$ cat config.mk
export PLATFORM = sky130hd
export DESIGN_NAME = soc_gpio_flat
export DESIGN_NICKNAME = d
export VERILOG_FILES = /design/src/rtl/soc_gpio_if.sv /design/src/rtl/soc_gpio.sv /design/src/flat_wrapper.sv
export SDC_FILE = /design/constraint.sdc
export NUM_CORES = 1
export LEC_CHECK = 0
export BUFFER_PORTS_ARGS = -buffer_cell sky130_fd_sc_hd__buf_2
export CORE_MARGIN = 2
export CORE_UTILIZATION = 48
export CTS_CLUSTER_DIAMETER = 80
export DETAILED_ROUTE_END_ITERATION = 8
export GPL_ROUTABILITY_DRIVEN = 0
export PLACE_DENSITY = 0.85
export SETUP_SLACK_MARGIN = 0.15
export SKIP_LAST_GASP = 1
export SYNTH_ARGS = -nofsm -noshare
export SYNTH_HDL_FRONTEND = slang
export SYNTH_SLANG_ARGS = --single-unit
$ cat constraint.sdc
create_clock -name clk -period 2 [get_ports clk]
set_input_delay 0.4 -clock clk [delete_from_list [all_inputs] [get_ports clk]]
set_output_delay 0.4 -clock clk [all_outputs]
set_load 0.005 [all_outputs]
$ cat src/rtl/soc_gpio_if.sv
// soc_gpio_if: register bus between a host and the soc_gpio block
interface soc_gpio_if;
  logic [1:0]  addr;
  logic [31:0] wdata;
  logic        we;
  logic        re;
  logic [31:0] rdata;
  modport master (output addr, wdata, we, re, input rdata);
  modport slave  (input addr, wdata, we, re, output rdata);
endinterface

$ cat src/rtl/soc_gpio.sv
// soc_gpio: LED output register, synchronized button inputs with rising-edge capture and masked interrupt; define GPIO_DEBOUNCE_EN to add per-bit debounce counters
module soc_gpio #(
  parameter int OUT_WIDTH = 9,
  parameter int IN_WIDTH = 8,
  parameter int DEBOUNCE_WIDTH = 4,
  parameter logic [DEBOUNCE_WIDTH-1:0] DEBOUNCE_VALUE = 4'd2
) (
  input  logic                 clk,
  input  logic                 rst,
  soc_gpio_if.slave            bus,
  output logic [OUT_WIDTH-1:0] leds,
  input  logic [IN_WIDTH-1:0]  buttons,
  output logic                 irq
);
  logic [OUT_WIDTH-1:0] out_q, out_d;
  logic [IN_WIDTH-1:0]  s1_q, s1_d, stable_q, stable_d, edge_q, edge_d, mask_q, mask_d, clr;
  logic [31:0]          rdata_q, rdata_d;
  logic                 irq_q, irq_d;
  logic                 unused_bits;
`ifdef GPIO_DEBOUNCE_EN
  logic [IN_WIDTH-1:0]       s2_q, s2_d;
  logic [DEBOUNCE_WIDTH-1:0] cnt_q [IN_WIDTH];
  logic [DEBOUNCE_WIDTH-1:0] cnt_d [IN_WIDTH];
  // accept a new level only after it has differed from the stable one for DEBOUNCE_VALUE cycles
  always_comb begin
    s2_d = s1_q;
    stable_d = stable_q;
    for (int i = 0; i < IN_WIDTH; i++) begin
      cnt_d[i] = (s2_q[i] == stable_q[i] || cnt_q[i] + DEBOUNCE_WIDTH'(1) >= DEBOUNCE_VALUE) ? '0 : cnt_q[i] + DEBOUNCE_WIDTH'(1);
      stable_d[i] = (s2_q[i] != stable_q[i] && cnt_q[i] + DEBOUNCE_WIDTH'(1) >= DEBOUNCE_VALUE) ? s2_q[i] : stable_q[i];
    end
  end
`else
  // without debounce the second synchronizer stage is the accepted level
  always_comb stable_d = s1_q;
`endif
  // register writes, rising-edge capture (set beats clear), interrupt and read mux on pre-write values
  always_comb begin
    s1_d = buttons;
    clr = (bus.we && bus.addr == 2'd2) ? bus.wdata[IN_WIDTH-1:0] : '0;
    edge_d = (edge_q & ~clr) | (stable_d & ~stable_q);
    out_d = (bus.we && bus.addr == 2'd0) ? bus.wdata[OUT_WIDTH-1:0] : out_q;
    mask_d = (bus.we && bus.addr == 2'd3) ? bus.wdata[IN_WIDTH-1:0] : mask_q;
    irq_d = |(edge_q & mask_q);
    rdata_d = !bus.re ? rdata_q :
              bus.addr == 2'd0 ? 32'(out_q) :
              bus.addr == 2'd1 ? 32'(stable_q) :
              bus.addr == 2'd2 ? 32'(edge_q) : 32'(mask_q);
  end
  // all state clears asynchronously so a pending debounce is discarded on reset
  always_ff @(posedge clk or posedge rst) begin
    if (rst) begin
      out_q <= '0;
      s1_q <= '0;
      stable_q <= '0;
      edge_q <= '0;
      mask_q <= '0;
      rdata_q <= '0;
      irq_q <= 1'b0;
`ifdef GPIO_DEBOUNCE_EN
      s2_q <= '0;
      for (int i = 0; i < IN_WIDTH; i++) cnt_q[i] <= '0;
`endif
    end else begin
      out_q <= out_d;
      s1_q <= s1_d;
      stable_q <= stable_d;
      edge_q <= edge_d;
      mask_q <= mask_d;
      rdata_q <= rdata_d;
      irq_q <= irq_d;
`ifdef GPIO_DEBOUNCE_EN
      s2_q <= s2_d;
      for (int i = 0; i < IN_WIDTH; i++) cnt_q[i] <= cnt_d[i];
`endif
    end
  end
  assign bus.rdata = rdata_q;
  assign leds = out_q;
  assign irq = irq_q;
  assign unused_bits = ^{bus.wdata, DEBOUNCE_VALUE};
endmodule

$ cat src/flat_wrapper.sv
// flat-port wrapper written by rule: the top's interface ports become plain ports
module soc_gpio_flat 
#(
  parameter int OUT_WIDTH = 9,
  parameter int IN_WIDTH = 8,
  parameter int DEBOUNCE_WIDTH = 4,
  parameter logic [DEBOUNCE_WIDTH-1:0] DEBOUNCE_VALUE = 4'd2
)
  (clk, rst, leds, buttons, irq, bus_addr, bus_wdata, bus_we, bus_re, bus_rdata);
  soc_gpio_if bus_i ();
  input  logic clk;
  input  logic rst;
  output logic [OUT_WIDTH-1:0] leds;
  input  logic [IN_WIDTH-1:0] buttons;
  output logic irq;
  input wire logic [$bits(bus_i.addr)-1:0] bus_addr;
  input wire logic [$bits(bus_i.wdata)-1:0] bus_wdata;
  input wire logic [$bits(bus_i.we)-1:0] bus_we;
  input wire logic [$bits(bus_i.re)-1:0] bus_re;
  output wire logic [$bits(bus_i.rdata)-1:0] bus_rdata;
  assign bus_i.addr = bus_addr;
  assign bus_i.wdata = bus_wdata;
  assign bus_i.we = bus_we;
  assign bus_i.re = bus_re;
  assign bus_rdata = bus_i.rdata;
  soc_gpio #(.OUT_WIDTH(OUT_WIDTH), .IN_WIDTH(IN_WIDTH), .DEBOUNCE_WIDTH(DEBOUNCE_WIDTH), .DEBOUNCE_VALUE(DEBOUNCE_VALUE)) u_core (.clk(clk), .rst(rst), .bus(bus_i), .leds(leds), .buttons(buttons), .irq(irq));
endmodule
==> results by stage <==
Run status:
- The run finished with clean final reports.

Worst setup path:
- The startpoint type of the worst setup path is a primary input.
- The worst setup path is captured at a register.
- The path type of the worst setup path is in -> reg.
- At the worst endpoint, the required time is 2.19 ns.
- For the worst setup path, the data arrival time is 1.55 ns.
- Along the worst path, the maximum fanout reaches 13.

STA:
- The time the worst path needs with I/O delays and setup is 1.36 ns.
- The peak clock frequency supported by timing is 0.737 GHz.
- The total setup violations reported at the end of the flow is 0.
- The final critical path takes up 67.9% of the cycle.
- The summed negative setup slack over all endpoints is 0 ns.
- The final number of hold-violating endpoints is 0.
- Setup repair after global routing left no endpoint under its margin.
- The worst-case setup margin in the final layout is 0.642 ns.
- For the final database, setup skew stands at 0.00721 ns.
- The number of max-slew violations in the final report is 0.

Route:
- The detailed router finished its first iteration with 66 violations.
- For this run, the detailed router's first-pass iteration total came to 4.
- The routed design uses 175 um of met3 wire.
- In the final routed layout, each cell accounts on average for 15.6 um.
- The detailed-route vias per instance is 5.12.
- The aggregate routed wire length is 4190 um.
- The routed length on met2 is 2150 um.
- The top metal layer carrying routed signals is met4.
- After detailed routing, the wire length on met1 is 1820 um.
- Summing over every cut layer, the via total after detailed routing is 1378.
- Once detail routing completed, the nets flagged for antenna violations numbered 0.
- The DRC violations left is 0.

Clocking:
- The H-tree was split into 2 levels.
- The total of cells resized after clock tree synthesis is 0.
- The cell sitting at the root of the clock tree is a sky130_fd_sc_hd__clkbuf_8.
- The number of buffers inserted to repair setup after CTS is 0.
- Clock-pin slew was measured on the worst setup and hold paths at 0.09 ns.
- The maximum root-to-sink buffer count is 2.
- Counting the buffers created by CTS gives 5.
- For this design, the sink count on the clock tree is 51.
- The clock tree from TritonCTS is built.
- The clock latency on the worst-skew pair is 0.30 ns.
- The number of buffers inserted by hold repair at cts is 0.

Final layout:
- At the end of the flow, the number of nets in the layout was 260.
- The most common cell after layout, fill and taps aside is sky130_fd_sc_hd__dfrtp_1.
- In the layout the commonest cells are sky130_fd_sc_hd__dfrtp_1 (51), sky130_fd_sc_hd__buf_2 (41), sky130_fd_sc_hd__conb_1 (23).
- Of the cells placed in the final design, the portion with a size suffix greater than 1 is 34.4%.
- The number of diodes added for antenna fixing is 0.
- The finished layout cell area is 2550 um2.
- The signed area change from the synthesized netlist to the final layout is 11.4%.
- The count of filler cells inserted in the layout is 391.

Placed design:
- Once placement finished, the instance area stood at 2450 um2.
- Once detailed placement completed, the half-perimeter wirelength came to 3060 um.
- OpenSTA, run right after detailed placement, puts the worst setup slack at 0.329 ns.
- The count of buffers inserted at the top-level ports is 41.

Synth:
- The synthesized netlist occupies a cell area of 2290 um2.
- Each instance of the synthesized netlist takes up on average 13.5 um2.
- The total number of yosys warnings is 0.
- The share of the Yosys chip area taken by registers is 55.7%.
- The unique cell type count in the Yosys netlist is 20.
- The post-synthesis register bit count is 51.
- The gate count after technology mapping is 169.

GRT:
- The first-pass GRT wire length is 6760 um.
- The maximum number of pins on one net before global-route repair is 25.
- Across every metal layer, demand over resource in global routing totals 17.2%.
- The number of antenna violations at the first check in global routing is 0.
- Summed over all layers, the global routing overflow is 0.
- The via count of the first global-routing pass came to 1389.

Power and ir drop:
- Of the total power, registers draw 55.5%.
- The worst-case IR drop observed on VDD is 0.435 mV.
- The net switching power figure is 0.569 mW.
- Summing internal, switching and leakage power gives 2.25 mW.
- The share of total power dissipated in combinational logic is 16.5%.
- The share of total power consumed by net switching is 25.3%.
- The static leakage is 1.26 nW.
- The internal power of the cells totals 1.68 mW.
- The clock network is responsible for 28.1% of the overall power.
- The power per cell area is 881 nW/um2.

Die:
- The full die area is 5340 um2.
- The floorplan step set the die height to 73.1 um.
- The floorplan core area is 4660 um2.
- The count of pins on the block boundary is 88.
- The initial core utilization is 49.1%.
- The horizontal extent of the die is 73.1 um.
- The floorplan has 25 rows.

Min path:
- The class of the most critical hold timing path is in -> async.

Flow run:
- Max-cap violations in this run came to 0.
==> power by group through the flow <==
stage                     combinational [mW]  sequential (mW)  clock (mW)
after floorplan                        0.269             1.25           0
after global placement                 0.364             1.26           0
after detailed placement               0.375             1.27           0
after CTS                              0.376             1.25       0.653
after global routing                   0.412             1.26       0.700
final                                  0.371             1.25       0.631
==> through the flow <==
| stage | std cells | hold slack, ns | utilization, % |
|---|---|---|---|
| after floorplan | 191 | 0.354 | - |
| after detailed placement | 261 | 0.366 | 52.6 |
| final | 269 | 0.108 | 54.7 |
| after global placement | 261 | 0.356 | 52.6 |
| after global routing | 269 | 0.134 | 54.7 |
| after CTS | 269 | 0.120 | 54.7 |
==> cell type report <==
type / count / area (um2) / area share (%)
Sequential cell: 51 / 1280 / 50.0
Multi-Input combinational cell: 99 / 820 / 32.1
Timing Repair Buffer: 47 / 250 / 9.81
Clock buffer: 8 / 100 / 3.92
Tap cell: 54 / 67.6 / 2.65
Inverter: 10 / 37.5 / 1.47
==> per-layer routing <==
metal / GRT usage, % / up-vias
li1: - / 644
met1: 21.8 / 690
met2: 28.5 / 38
met3: 4.97 / 6
met5: 0 / -
met4: 4.94 / 0
==> state kept, by name, summed over array words and instances, names as in the netlist <==
register          count
u_core.bus.rdata      9
u_core.leds           9
u_core.edge_q         8
u_core.mask_q         8
u_core.s1_q           8
u_core.stable_q       8
u_core.irq            1
==> critical path, stage by stage <==
cell	delay (ns)
sky130_fd_sc_hd__buf_2	0.22
sky130_fd_sc_hd__nor3b_4	0.38
sky130_fd_sc_hd__buf_4	0.24
sky130_fd_sc_hd__mux2_4	0.30
==> synthesized netlist by cell type <==
cell type / count / share of area [%]
sky130_fd_sc_hd__mux2_4: 9 / 5.9
sky130_fd_sc_hd__nand3_2: 1 / 0.44
sky130_fd_sc_hd__nand2b_1: 9 / 2.5
sky130_fd_sc_hd__clkbuf_2: 2 / 0.44
sky130_fd_sc_hd__dfrtp_1: 51 / 56
sky130_fd_sc_hd__nor3b_4: 1 / 0.82
sky130_fd_sc_hd__o221ai_1: 8 / 3.1
sky130_fd_sc_hd__clkbuf_1: 1 / 0.16
sky130_fd_sc_hd__mux2_2: 8 / 3.9
sky130_fd_sc_hd__a22oi_1: 4 / 1.3
sky130_fd_sc_hd__nand2_1: 2 / 0.33
sky130_fd_sc_hd__nand4_1: 1 / 0.27
sky130_fd_sc_hd__o32ai_1: 1 / 0.38
sky130_fd_sc_hd__mux2i_1: 16 / 7.0
sky130_fd_sc_hd__a22o_1: 8 / 3.1
sky130_fd_sc_hd__nand4b_1: 8 / 3.1
sky130_fd_sc_hd__buf_4: 24 / 7.9
sky130_fd_sc_hd__inv_1: 10 / 1.6
sky130_fd_sc_hd__conb_1: 1 / 0.16
sky130_fd_sc_hd__buf_6: 4 / 2.0
==> cells by family (layout without fill, tap and decap cells) <==
| family | count (synthesis) | in the layout | share of synthesized area, % |
|---|---|---|---|
| AO/OA/AOI/OAI | 21 | 21 | 7.81 |
| buffers and inverters | 41 | 65 | 12.1 |
| flip-flops | 51 | 51 | 55.7 |
| multiplexers | 33 | 33 | 16.8 |
| other | 1 | 23 | 0.164 |
| AND/OR/NAND/NOR | 22 | 22 | 7.38 |
==> final timing paths <==
kind | start | endpoint | slack [ns] | cells after the start
worst min-delay path | rst | u_core.stable_q[6] | 0.11 | 2
worst min register to register | u_core.s1_q[4] | u_core.stable_q[4] | 0.38 | 0
worst max register to register | u_core.edge_q[4] | u_core.irq | 1.07 | 2
min in group clk | buttons[0] | u_core.s1_q[0] | 0.20 | 1
max in group asynchronous | rst | u_core.s1_q[3] | 1.27 | 3
worst max-delay path | bus_addr[0] | u_core.leds[5] | 0.64 | 4
Note: power is estimated with default switching activity, not from simulation.
